--- src/rtl/fetch_queue_unit_if.sv ---
// Fetch-stage bundle: PC redirect in, instruction-memory request/response, and the decode handshake.
// The master modport is the fetch unit; the slave modport is its environment (execute, memory, decode).
interface fetch_queue_unit_if #(
    parameter int XLEN  = 64,
    parameter int ILEN  = 32,
    parameter int DEPTH = 4
);
    localparam int CW = $clog2(DEPTH) + 1;

    logic            redirect_valid;
    logic [XLEN-1:0] redirect_pc;
    logic            imem_req;
    logic [XLEN-1:0] imem_addr;
    logic [ILEN-1:0] imem_rdata;
    logic            out_valid;
    logic            out_ready;
    logic [XLEN-1:0] out_pc;
    logic [ILEN-1:0] out_instr;
    logic [CW-1:0]   queue_count;

    modport master (
        input  redirect_valid, redirect_pc, imem_rdata, out_ready,
        output imem_req, imem_addr, out_valid, out_pc, out_instr, queue_count
    );

    modport slave (
        output redirect_valid, redirect_pc, imem_rdata, out_ready,
        input  imem_req, imem_addr, out_valid, out_pc, out_instr, queue_count
    );
endinterface

--- src/rtl/fetch_queue_unit.sv ---
// Instruction fetch stage: PC register, one-cycle-latency imem request and a DEPTH-entry
// prefetch queue toward decode, with redirect/flush and credit-based back-pressure.
module fetch_queue_unit #(
    parameter int              XLEN     = 64,
    parameter int              ILEN     = 32,
    parameter int              DEPTH    = 4,
    parameter logic [XLEN-1:0] RESET_PC = '0
) (
    input  logic                 clk,
    input  logic                 rst,
    fetch_queue_unit_if.master   bus
);
    localparam int              PW  = $clog2(DEPTH);
    localparam int              CW  = PW + 1;
    localparam logic [XLEN-1:0] INC = XLEN'(ILEN / 8);

    logic [XLEN-1:0] fetch_pc_q, fetch_pc_d;
    logic [XLEN-1:0] inflight_pc_q, inflight_pc_d;
    logic            inflight_q, inflight_d;
    logic [PW-1:0]   head_q, head_d;
    logic [PW-1:0]   tail_q, tail_d;
    logic [CW-1:0]   count_q, count_d;

    logic [XLEN-1:0] pc_mem    [DEPTH];
    logic [ILEN-1:0] instr_mem [DEPTH];

    logic [CW-1:0] occupancy;
    logic          issue;
    logic          push;
    logic          pop;
    logic          out_valid;

    // Credit: a request is only issued if its response is guaranteed a free slot.
    assign occupancy = count_q + CW'(inflight_q);
    assign issue     = !rst && !bus.redirect_valid && (occupancy < CW'(DEPTH));
    assign push      = inflight_q && !bus.redirect_valid;
    assign out_valid = (count_q != '0);
    assign pop       = out_valid && bus.out_ready;

    always_comb begin
        fetch_pc_d    = fetch_pc_q;
        inflight_pc_d = inflight_pc_q;
        inflight_d    = 1'b0;
        head_d        = head_q;
        tail_d        = tail_q;
        count_d       = count_q;

        if (bus.redirect_valid) begin
            fetch_pc_d = bus.redirect_pc & ~XLEN'(3);
            head_d     = '0;
            tail_d     = '0;
            count_d    = '0;
        end else begin
            if (issue) begin
                inflight_d    = 1'b1;
                inflight_pc_d = fetch_pc_q;
                fetch_pc_d    = fetch_pc_q + INC;
            end
            if (push) tail_d = tail_q + PW'(1);
            if (pop)  head_d = head_q + PW'(1);
            unique case ({push, pop})
                2'b10:   count_d = count_q + CW'(1);
                2'b01:   count_d = count_q - CW'(1);
                default: count_d = count_q;
            endcase
        end
    end

    always_ff @(posedge clk) begin
        if (rst) begin
            fetch_pc_q    <= RESET_PC;
            inflight_pc_q <= RESET_PC;
            inflight_q    <= 1'b0;
            head_q        <= '0;
            tail_q        <= '0;
            count_q       <= '0;
        end else begin
            fetch_pc_q    <= fetch_pc_d;
            inflight_pc_q <= inflight_pc_d;
            inflight_q    <= inflight_d;
            head_q        <= head_d;
            tail_q        <= tail_d;
            count_q       <= count_d;
        end
    end

    // Queue storage carries no reset; only count/head/tail qualify it.
    always_ff @(posedge clk) begin
        if (push) begin
            pc_mem[tail_q]    <= inflight_pc_q;
            instr_mem[tail_q] <= bus.imem_rdata;
        end
    end

    assign bus.imem_req    = issue;
    assign bus.imem_addr   = fetch_pc_q;
    assign bus.out_valid   = out_valid;
    assign bus.out_pc      = pc_mem[head_q];
    assign bus.out_instr   = instr_mem[head_q];
    assign bus.queue_count = count_q;
endmodule

--- src/flat_wrapper.sv ---
// flat-port wrapper written by rule: the top's interface ports become plain ports
module fetch_queue_unit_flat 
#(
    parameter int              XLEN     = 64,
    parameter int              ILEN     = 32,
    parameter int              DEPTH    = 4,
    parameter logic [XLEN-1:0] RESET_PC = '0
)
  (clk, rst, bus_redirect_valid, bus_redirect_pc, bus_imem_rdata, bus_out_ready, bus_imem_req, bus_imem_addr, bus_out_valid, bus_out_pc, bus_out_instr, bus_queue_count);
  fetch_queue_unit_if #(.XLEN(XLEN), .ILEN(ILEN), .DEPTH(DEPTH)) bus_i ();
  input  logic clk;
  input  logic rst;
  input wire logic [$bits(bus_i.redirect_valid)-1:0] bus_redirect_valid;
  input wire logic [$bits(bus_i.redirect_pc)-1:0] bus_redirect_pc;
  input wire logic [$bits(bus_i.imem_rdata)-1:0] bus_imem_rdata;
  input wire logic [$bits(bus_i.out_ready)-1:0] bus_out_ready;
  output wire logic [$bits(bus_i.imem_req)-1:0] bus_imem_req;
  output wire logic [$bits(bus_i.imem_addr)-1:0] bus_imem_addr;
  output wire logic [$bits(bus_i.out_valid)-1:0] bus_out_valid;
  output wire logic [$bits(bus_i.out_pc)-1:0] bus_out_pc;
  output wire logic [$bits(bus_i.out_instr)-1:0] bus_out_instr;
  output wire logic [$bits(bus_i.queue_count)-1:0] bus_queue_count;
  assign bus_i.redirect_valid = bus_redirect_valid;
  assign bus_i.redirect_pc = bus_redirect_pc;
  assign bus_i.imem_rdata = bus_imem_rdata;
  assign bus_i.out_ready = bus_out_ready;
  assign bus_imem_req = bus_i.imem_req;
  assign bus_imem_addr = bus_i.imem_addr;
  assign bus_out_valid = bus_i.out_valid;
  assign bus_out_pc = bus_i.out_pc;
  assign bus_out_instr = bus_i.out_instr;
  assign bus_queue_count = bus_i.queue_count;
  fetch_queue_unit #(.XLEN(XLEN), .ILEN(ILEN), .DEPTH(DEPTH), .RESET_PC(RESET_PC)) u_core (.clk(clk), .rst(rst), .bus(bus_i));
endmodule
--- config.mk ---
export PLATFORM = sky130hd
export DESIGN_NAME = fetch_queue_unit_flat
export DESIGN_NICKNAME = d
export VERILOG_FILES = /design/src/rtl/fetch_queue_unit_if.sv /design/src/rtl/fetch_queue_unit.sv /design/src/flat_wrapper.sv
export SDC_FILE = /design/constraint.sdc
export NUM_CORES = 1
export LEC_CHECK = 0
export ABC_AREA = 0
export BUFFER_PORTS_ARGS = -buffer_cell sky130_fd_sc_hd__buf_2
export CAP_MARGIN = 20
export CORE_MARGIN = 2
export CORE_UTILIZATION = 57
export DETAILED_ROUTE_END_ITERATION = 6
export GPL_ROUTABILITY_DRIVEN = 0
export PLACE_DENSITY_LB_ADDON = 0.1
export SLEW_MARGIN = 0
export SYNTH_ARGS = -nofsm -noshare
export SYNTH_HDL_FRONTEND = slang
export SYNTH_SLANG_ARGS = --single-unit
export TNS_END_PERCENT = 50
--- constraint.sdc ---
create_clock -name clk -period 5 [get_ports clk]
set_input_delay 1 -clock clk [delete_from_list [all_inputs] [get_ports clk]]
set_output_delay 1 -clock clk [all_outputs]
set_load 0.03 [all_outputs]
# Yosys cells after proc, flatten, opt, wreduce, memory -nomap -nowiden
# Memories as Yosys holds them, arrays and structs flattened. A register that Yosys moved wholly into a read port is not among the register bits.
# Index checks and enable logic that the tools add are counted.
dict set report totals {
  output_inout_bits 165
  elab_cells 40
  ram_bits 384
  memories 2
  regBits 136
}
# name depth word_bits read_ports rd_clocked_by_memory_dff wr line_no
set memory_table {}
lappend memory_table {u_core.pc_mem 4 64 1 1 1 fetch_queue_unit.sv:24} ;# logic [XLEN-1:0] pc_mem [DEPTH];
lappend memory_table {u_core.instr_mem 4 32 1 1 1 fetch_queue_unit.sv:25} ;# logic [ILEN-1:0] instr_mem [DEPTH];
dict set report classes {
  reduce_logical 11
  n_mux 10
  n_bitwise 1
  n_eq_ne 2
  n_addsub 6
  n_lt_le_gt_ge 1
}
# cell n
set ops {}
lappend ops {{$mux 64} 2}
lappend ops {{$add 64x3->64 const B} 1}
lappend ops {{$mux 2} 4}
lappend ops {{$pmux 3 s2} 1}
lappend ops {{$add 2x1->2 const B} 2}
lappend ops {{$logic_and 1x1->1} 4}
lappend ops {{$reduce_bool 2->1} 2}
lappend ops {{$add 3x1->3} 1}
lappend ops {{$add 3x1->3 const B} 1}
lappend ops {{$lt 3x3->1 const B} 1}
lappend ops {{$mux 1} 3}
lappend ops {{$reduce_bool 3->1} 1}
lappend ops {{$sub 3x1->3 const B} 1}
lappend ops {{$eq 2x1->1 const B} 1}
lappend ops {{$eq 2x2->1 const B} 1}
lappend ops {{$logic_not 1->1} 2}
lappend ops {{$reduce_and 2->1} 1}
lappend ops {{$reduce_or 2->1} 1}
lappend ops {{$not 1->1} 1}

# Depth between registers and ports, before layout
# Gate-level depths: netlist (run 1).
dict set report logic_depth {
  word_depth 5
  mapped_depth 9
}

# Least setup slack after synthesis (run 1)
# OpenSTA, ideal clock, no wires.
dict set report synth_timing {
  path_kind {input port to flip-flop}
  from {input port bus_redirect_valid}
  to {memory u_core.instr_mem[0][0] (enable)}
  stages 3
  setup_time_ns 0.463
  path_slack_ns 0.902
  t_arrival_ns 3.634
  path_buffers 1
  path_cell_list {clkbuf_1 nor2b_1 and2_1}
}
dict set report synth_between {
  elab_chain_len 4
}
# item line_no
set synth_rtl {}
lappend synth_rtl {{start: declaration} flat_wrapper.sv:13} ;# input wire logic [$bits(bus_i.redirect_valid)-1:0] bus_redirect_valid;
lappend synth_rtl {{$logic_not 1->1} fetch_queue_unit.sv:36} ;# assign push = inflight_q && !bus.redirect_valid;
lappend synth_rtl {{$logic_and 1x1->1} fetch_queue_unit.sv:36}
lappend synth_rtl {{$mux 1} fetch_queue_unit.sv:89} ;# if (push) begin
lappend synth_rtl {{$mux 1 (not written as such)} fetch_queue_unit.sv:91} ;# instr_mem[tail_q] <= bus.imem_rdata;
lappend synth_rtl {{end: declaration} fetch_queue_unit.sv:25}
# Every way passes these cells.

==> results.toml, run 1 <==
[worst_hold_path]
hold_class = "flop to flop"
hold_depth = 2
worstHoldStart = "u_core.inflight_pc_q[38]"
hold_end = "u_core.inflight_pc_q[38]"

[die]
die_y_um = 191
pin_count = 265
start_util = 0.578
core_area_sq_um = 34500
rows = 68
die_x_um = 191
dieArea_sq_um = 36500

[sta]
finalWorstSetupSlack_ns = 1.41
rsz0062_at_grt = "false"
slew_headroom = 0.303
max_clock_freq_ghz = 0.279
slew_violations = 0
setup_viol = 0
final.min_clock_period_ns = 3.59
holdWs_ns = 0.498
worst_pin_slew_ns = 1.04
clock_skew_ns = 0.0175
fin_crit_sh = 0.718
hold_violations = 0
fin_setup_tns_ns = 0

[logic_synthesis]
synth-seq-area-share = 0.701
netlist.area_leader.share = 0.567
synth_cell_type_count = 61
synth_largest_area_cell = "edfxtp_1"
synth-edff-count = 376
synth_cells = 1323
yosys_warnings = 0
synthArstFlopShare = 0
synth_area_sq_um = 19900
postSynthAreaPerCell_sq_um = 15.1
synth_area_leaders = "edfxtp_1 57%, dfxtp_1 13%, mux4_2 11%, nand2_1 3.2%, a21oi_1 3.1%"
synth-main-ff-cell = "edfxtp_1"
yosys_register_bits = 510

[power_and_ir_drop]
power.internal_w = 0.00691
swShare = 0.214
power_density_nw_per_um2 = 376
clkPwrFrac = 0.421
peakVddDrop_mv = 0.298
comb_power_share = 0.048
pwr-share-seq = 0.531
switchingPower_w = 0.00188
leakage_nw = 8.31

[clocking]
numCtsBuffers = 51
max-clock-path-buffers = 3
ctsRootBufferMaster = "clkbuf_16"
cts_num_sinks = 510
cts_setup_buffers = 0
insertion_delay_ns = 0.57
cts.reportedPaths.clkPinSlew_ns = 0.06
cts_resized = 0
htree_levels = 2
postCtsHoldBufs = 0
cts_tree = "built"

[layout]
utilization = 0.679
layout-area-overhead-vs-synth_pct = 17.3
drive_gt1_frac = 0.291
nNetsFinal = 1686

[place]
place_ws_ns = 1.31
hpwl_um = 28700
portBuffers = 258

[routing]
vias_per_cell = 5.93
drt_iter0_markers = 1020
ant_nets = 0
wirelength_um = 46500
wl_per_cell_um = 22.3
dr_total_vias = 12300
drc = 1
drt_pass1_iterations = 7

[global_route]
grt_pass1_wl_um = 70600
grt_max_degree = 69
grt_pass1_vias = 12400
track_usage = 0.256
grt_overflow = 0
antenna_found_initial = 11

[worst_setup_path]
crit_type = "flop to output pin"
crit_required_ns = 4.00
r2r_end = "u_core.bus.imem_addr[58]"
timing.critical_path.fanout_max = 31
rr_worst_depth = 7
crit_arrival_ns = 2.59
startpoint_type = "flop"
cp-end-kind = "output pin"
worstReg2RegStart = "u_core.bus.queue_count[0]"
r2r_slack_ns = 2.10

[flow_run]
cap_viol_max_count = 0

[status]
violations = "DRC"
status = "finished with violations"
## registers in the layout, indices dropped and copies added (netlist names), named ones only
| register | cells |
|---|---|
| u_core.inflight_pc_q | 62 |
| u_core.bus.queue_count | 3 |
| u_core.bus.imem_addr | 62 |
| u_core.tail_q | 2 |
| u_core.pc_mem | 248 |
| u_core.head_q | 2 |
| u_core.instr_mem | 128 |
| u_core.inflight_q | 1 |
## Yosys cell counts, types with 18 or more instances
master	count
a21oi_1	122
xnor2_1	20
and3_1	18
mux4_2	94
edfxtp_1	376
nor3_1	30
nand3_1	38
nor2_1	47
dfxtp_1	134
nand4_1	26
clkbuf_1	56
nand2_1	171
## worst max-delay path: stages (launching register included)
cell and delay, ns:
dfxtp_4 0.77, buf_4 0.46, mux4_2 0.56, buf_2 0.20
## how the worst max path moves through the flow
stage,startpoint,to,slack [ns],depth (start not counted)
2_1_floorplan,bus_redirect_valid,u_core.instr_mem[0][0],0.90,3
3_3_place_gp,bus_redirect_valid,u_core.bus.imem_addr[58],1.36,8
3_5_place_dp,bus_redirect_valid,u_core.bus.imem_addr[58],1.31,8
4_1_cts,flop,bus_out_instr[12],1.31,3
5_1_grt,flop,bus_out_pc[27],1.22,3
6_report,flop,bus_out_pc[29],1.41,3
## cell type report
cell class	instances	area (sq um)
multi-input combinational	719	5570
fill	2478	11100
inverter	18	67.6
clock buffer	77	1480
timing repair buffer	279	1530
antenna	5	12.5
clock inverter	19	179
sequential	510	14000
tap	455	569
## cell usage in the layout (no fill, tap or decap), types with 12 or more instances in the layout
master / netlist / final
xnor2_1: 20 / 20
o22ai_1: 12 / 12
nor2_1: 47 / 47
dfxtp_1: 134 / 132
and3_1: 18 / 18
clkbuf_1: 56 / 17
inv_1: 16 / 16
nand3_1: 38 / 38
o21ai_0: 12 / 12
buf_4: 4 / 16
nor3_1: 30 / 30
edfxtp_1: 376 / 376
clkbuf_16: 0 / 52
nand4_1: 26 / 26
buf_2: 3 / 257
a21oi_1: 122 / 122
nand2_1: 171 / 171
mux4_2: 94 / 94
## power by group through the flow
| stage | registers (W) | logic [W] | clock network (W) |
|---|---|---|---|
| 2_1_floorplan | 0.00479 | 0.000215 | 0 |
| 3_3_place_gp | 0.00476 | 0.000418 | 0 |
| 3_5_place_dp | 0.00476 | 0.000423 | 0 |
| 4_1_cts | 0.00467 | 0.000425 | 0.00377 |
| 5_1_grt | 0.00468 | 0.000455 | 0.00392 |
| 6_report | 0.00467 | 0.000424 | 0.00370 |
## per-stage QoR
| step | power [W] | instances | instance area, sq um |
|---|---|---|---|
| floorplan | 0.00501 | 1326 | 19900 |
| global placement | 0.00517 | 1981 | 21700 |
| detailed placement | 0.00518 | 1981 | 21700 |
| global route | 0.00906 | 2078 | 23400 |
| CTS | 0.00887 | 2077 | 23400 |
| finish | 0.00880 | 2082 | 23400 |
## cell families after synthesis
| kind of cell | share of synthesized area |
|---|---|
| flops | 0.701 |
| simple gates | 0.0929 |
| compound gates | 0.0573 |
| mux | 0.109 |
| buf+inv | 0.0210 |
| xor+xnor | 0.0132 |
| fa+ha+maj | 0.00477 |
| other cells | 0.000188 |
## layer usage
metal / vias to the layer above / global-route usage / routed length [um]
li1: 5622 / - / -
met1: 6165 / 0.352 / 19500
met2: 450 / 0.405 / 21900
met3: 96 / 0.0591 / 3510
met4: 14 / 0.0906 / 1470
met5: - / 0 / 82
No activity file was read; power rests on OpenSTA's default activity.
==> run 2: changes to the inputs <==
CORE_UTILIZATION = 52   (was 57)
clock period = 2.9 ns   (was 5 ns; I/O delays follow)
==> results.toml, run 2 (synthesis results as in run 1) <==
[layout]
layout_commonest_cell = "edfxtp_1"
utilization = 0.637
drive_gt1_frac = 0.309
fillerInstances = 2927
final_area_sq_um = 24000
largestRegisters = "u_core.pc_mem (248), u_core.instr_mem (128)"
top_register = "u_core.pc_mem"
largest_reg_flops = 248
seqCellArea_sq_um = 14000
multiInputGateArea_sq_um = 5570
final_cell_mix = "376 x edfxtp_1, 257 x buf_2, 171 x nand2_1"
nNetsFinal = 1716
layout-area-overhead-vs-synth_pct = 20.3

[global_route]
grt_max_degree = 83
grt_pass1_wl_um = 71700
track_usage = 0.242
antenna_found_initial = 5
grt_pass1_vias = 11900
grt_overflow = 0

[sta]
max_clock_freq_ghz = 0.358
slew_violations = 0
rsz0062_at_grt = "false"
clock_skew_ns = 0.0262
slew_headroom = 0.398
setup_viol = 0
finalWorstSetupSlack_ns = 0.104
fin_setup_tns_ns = 0
worst_pin_slew_ns = 0.904
hold_violations = 0
holdWs_ns = 0.207
final.min_clock_period_ns = 2.80
fin_crit_sh = 0.964

[die]
pin_count = 265
die_y_um = 200
die_x_um = 200
start_util = 0.529
core_area_sq_um = 37700
rows = 71
dieArea_sq_um = 39900

[clocking]
max-clock-path-buffers = 3
cts.reportedPaths.clkPinSlew_ns = 0.06
cts_tree = "built"
cts_setup_buffers = 0
ctsRootBufferMaster = "clkbuf_16"
htree_levels = 2
cts_resized = 0
numCtsBuffers = 52
cts_num_sinks = 510
postCtsHoldBufs = 0
insertion_delay_ns = 0.59

[routing]
vias_per_cell = 5.68
ant_nets = 0
wirelength_um = 48100
topRoutingLayerUsed = "met5"
wirelength_met1_um = 20800
drt_iter0_markers = 1041
dr_total_vias = 12300
drt_pass1_iterations = 5
wl_per_cell_um = 22.2
route.met3.wl_um = 3280
drc = 0
wl_met2_um = 22500

[status]
status = "finished, final reports clean"

[worst_setup_path]
worstReg2RegStart = "u_core.bus.imem_addr[13]"
timing.critical_path.fanout_max = 34
crit_required_ns = 2.32
crit_type = "flop to output pin"
cp-end-kind = "output pin"
rr_worst_depth = 7
r2r_slack_ns = 0.44
crit_arrival_ns = 2.22
r2r_end = "u_core.bus.imem_addr[55]"
startpoint_type = "flop"
endpoint = "bus_out_pc[7]"

[place]
place_ws_ns = 0.415
placed_cell_area_sq_um = 22200
hpwl_um = 30900
portBuffers = 258

[power_and_ir_drop]
power_density_nw_per_um2 = 655
leakage_nw = 8.58
peakVddDrop_mv = 0.456

[worst_hold_path]
hold_class = "input pin to flop"

[flow_run]
cap_viol_max_count = 0
-- run 2: how the worst min path moves through the flow --
stage	start	endpoint	slack (ns)	cells after the start
6_report	bus_imem_rdata[0]	u_core.instr_mem[3][0]	0.21	1
3_5_place_dp	u_core.inflight_pc_q[8]	u_core.inflight_pc_q[8]	0.49	2
2_1_floorplan	u_core.inflight_pc_q[10]	u_core.pc_mem[0][10]	0.46	0
3_3_place_gp	u_core.inflight_pc_q[38]	u_core.pc_mem[2][38]	0.48	0
5_1_grt	bus_imem_rdata[15]	u_core.instr_mem[3][15]	0.19	1
4_1_cts	bus_imem_rdata[0]	u_core.instr_mem[3][0]	0.18	1
-- run 2: layout make-up --
cell class / instances / share of cell area
Clock inverter: 16 / 0.00804
Clock buffer: 82 / 0.0675
Timing Repair Buffer: 308 / 0.0793
Sequential cell: 510 / 0.583
Inverter: 18 / 0.00282
Multi-Input combinational cell: 719 / 0.232
Antenna cell: 2 / 0.000209
Tap cell: 511 / 0.0267
-- run 2: where the power goes --
part           internal [W]  switching, W
clock               0.00419       0.00271
sequential          0.00791      0.000131
combinational      0.000258      0.000523
-- run 2: per-layer routing --
layer / vias to the layer above / global-route usage
li1: 5684 / -
met3: 83 / 0.0509
met2: 413 / 0.368
met5: - / 0
met1: 6119 / 0.344
met4: 6 / 0.0938
-- run 2: through the flow --
| stage | power [W] | std cells |
|---|---|---|
| detailed placement | 0.00897 | 2066 |
| CTS | 0.0159 | 2164 |
| floorplan | 0.00863 | 1326 |
| global placement | 0.00896 | 2066 |
| global route | 0.0163 | 2165 |
| finish | 0.0157 | 2166 |
-- run 2: worst max-delay path, stage by stage (launching register included) --
cell	delay [ns]
dfxtp_4	0.53
buf_16	0.31
mux4_2	0.56
buf_2	0.20
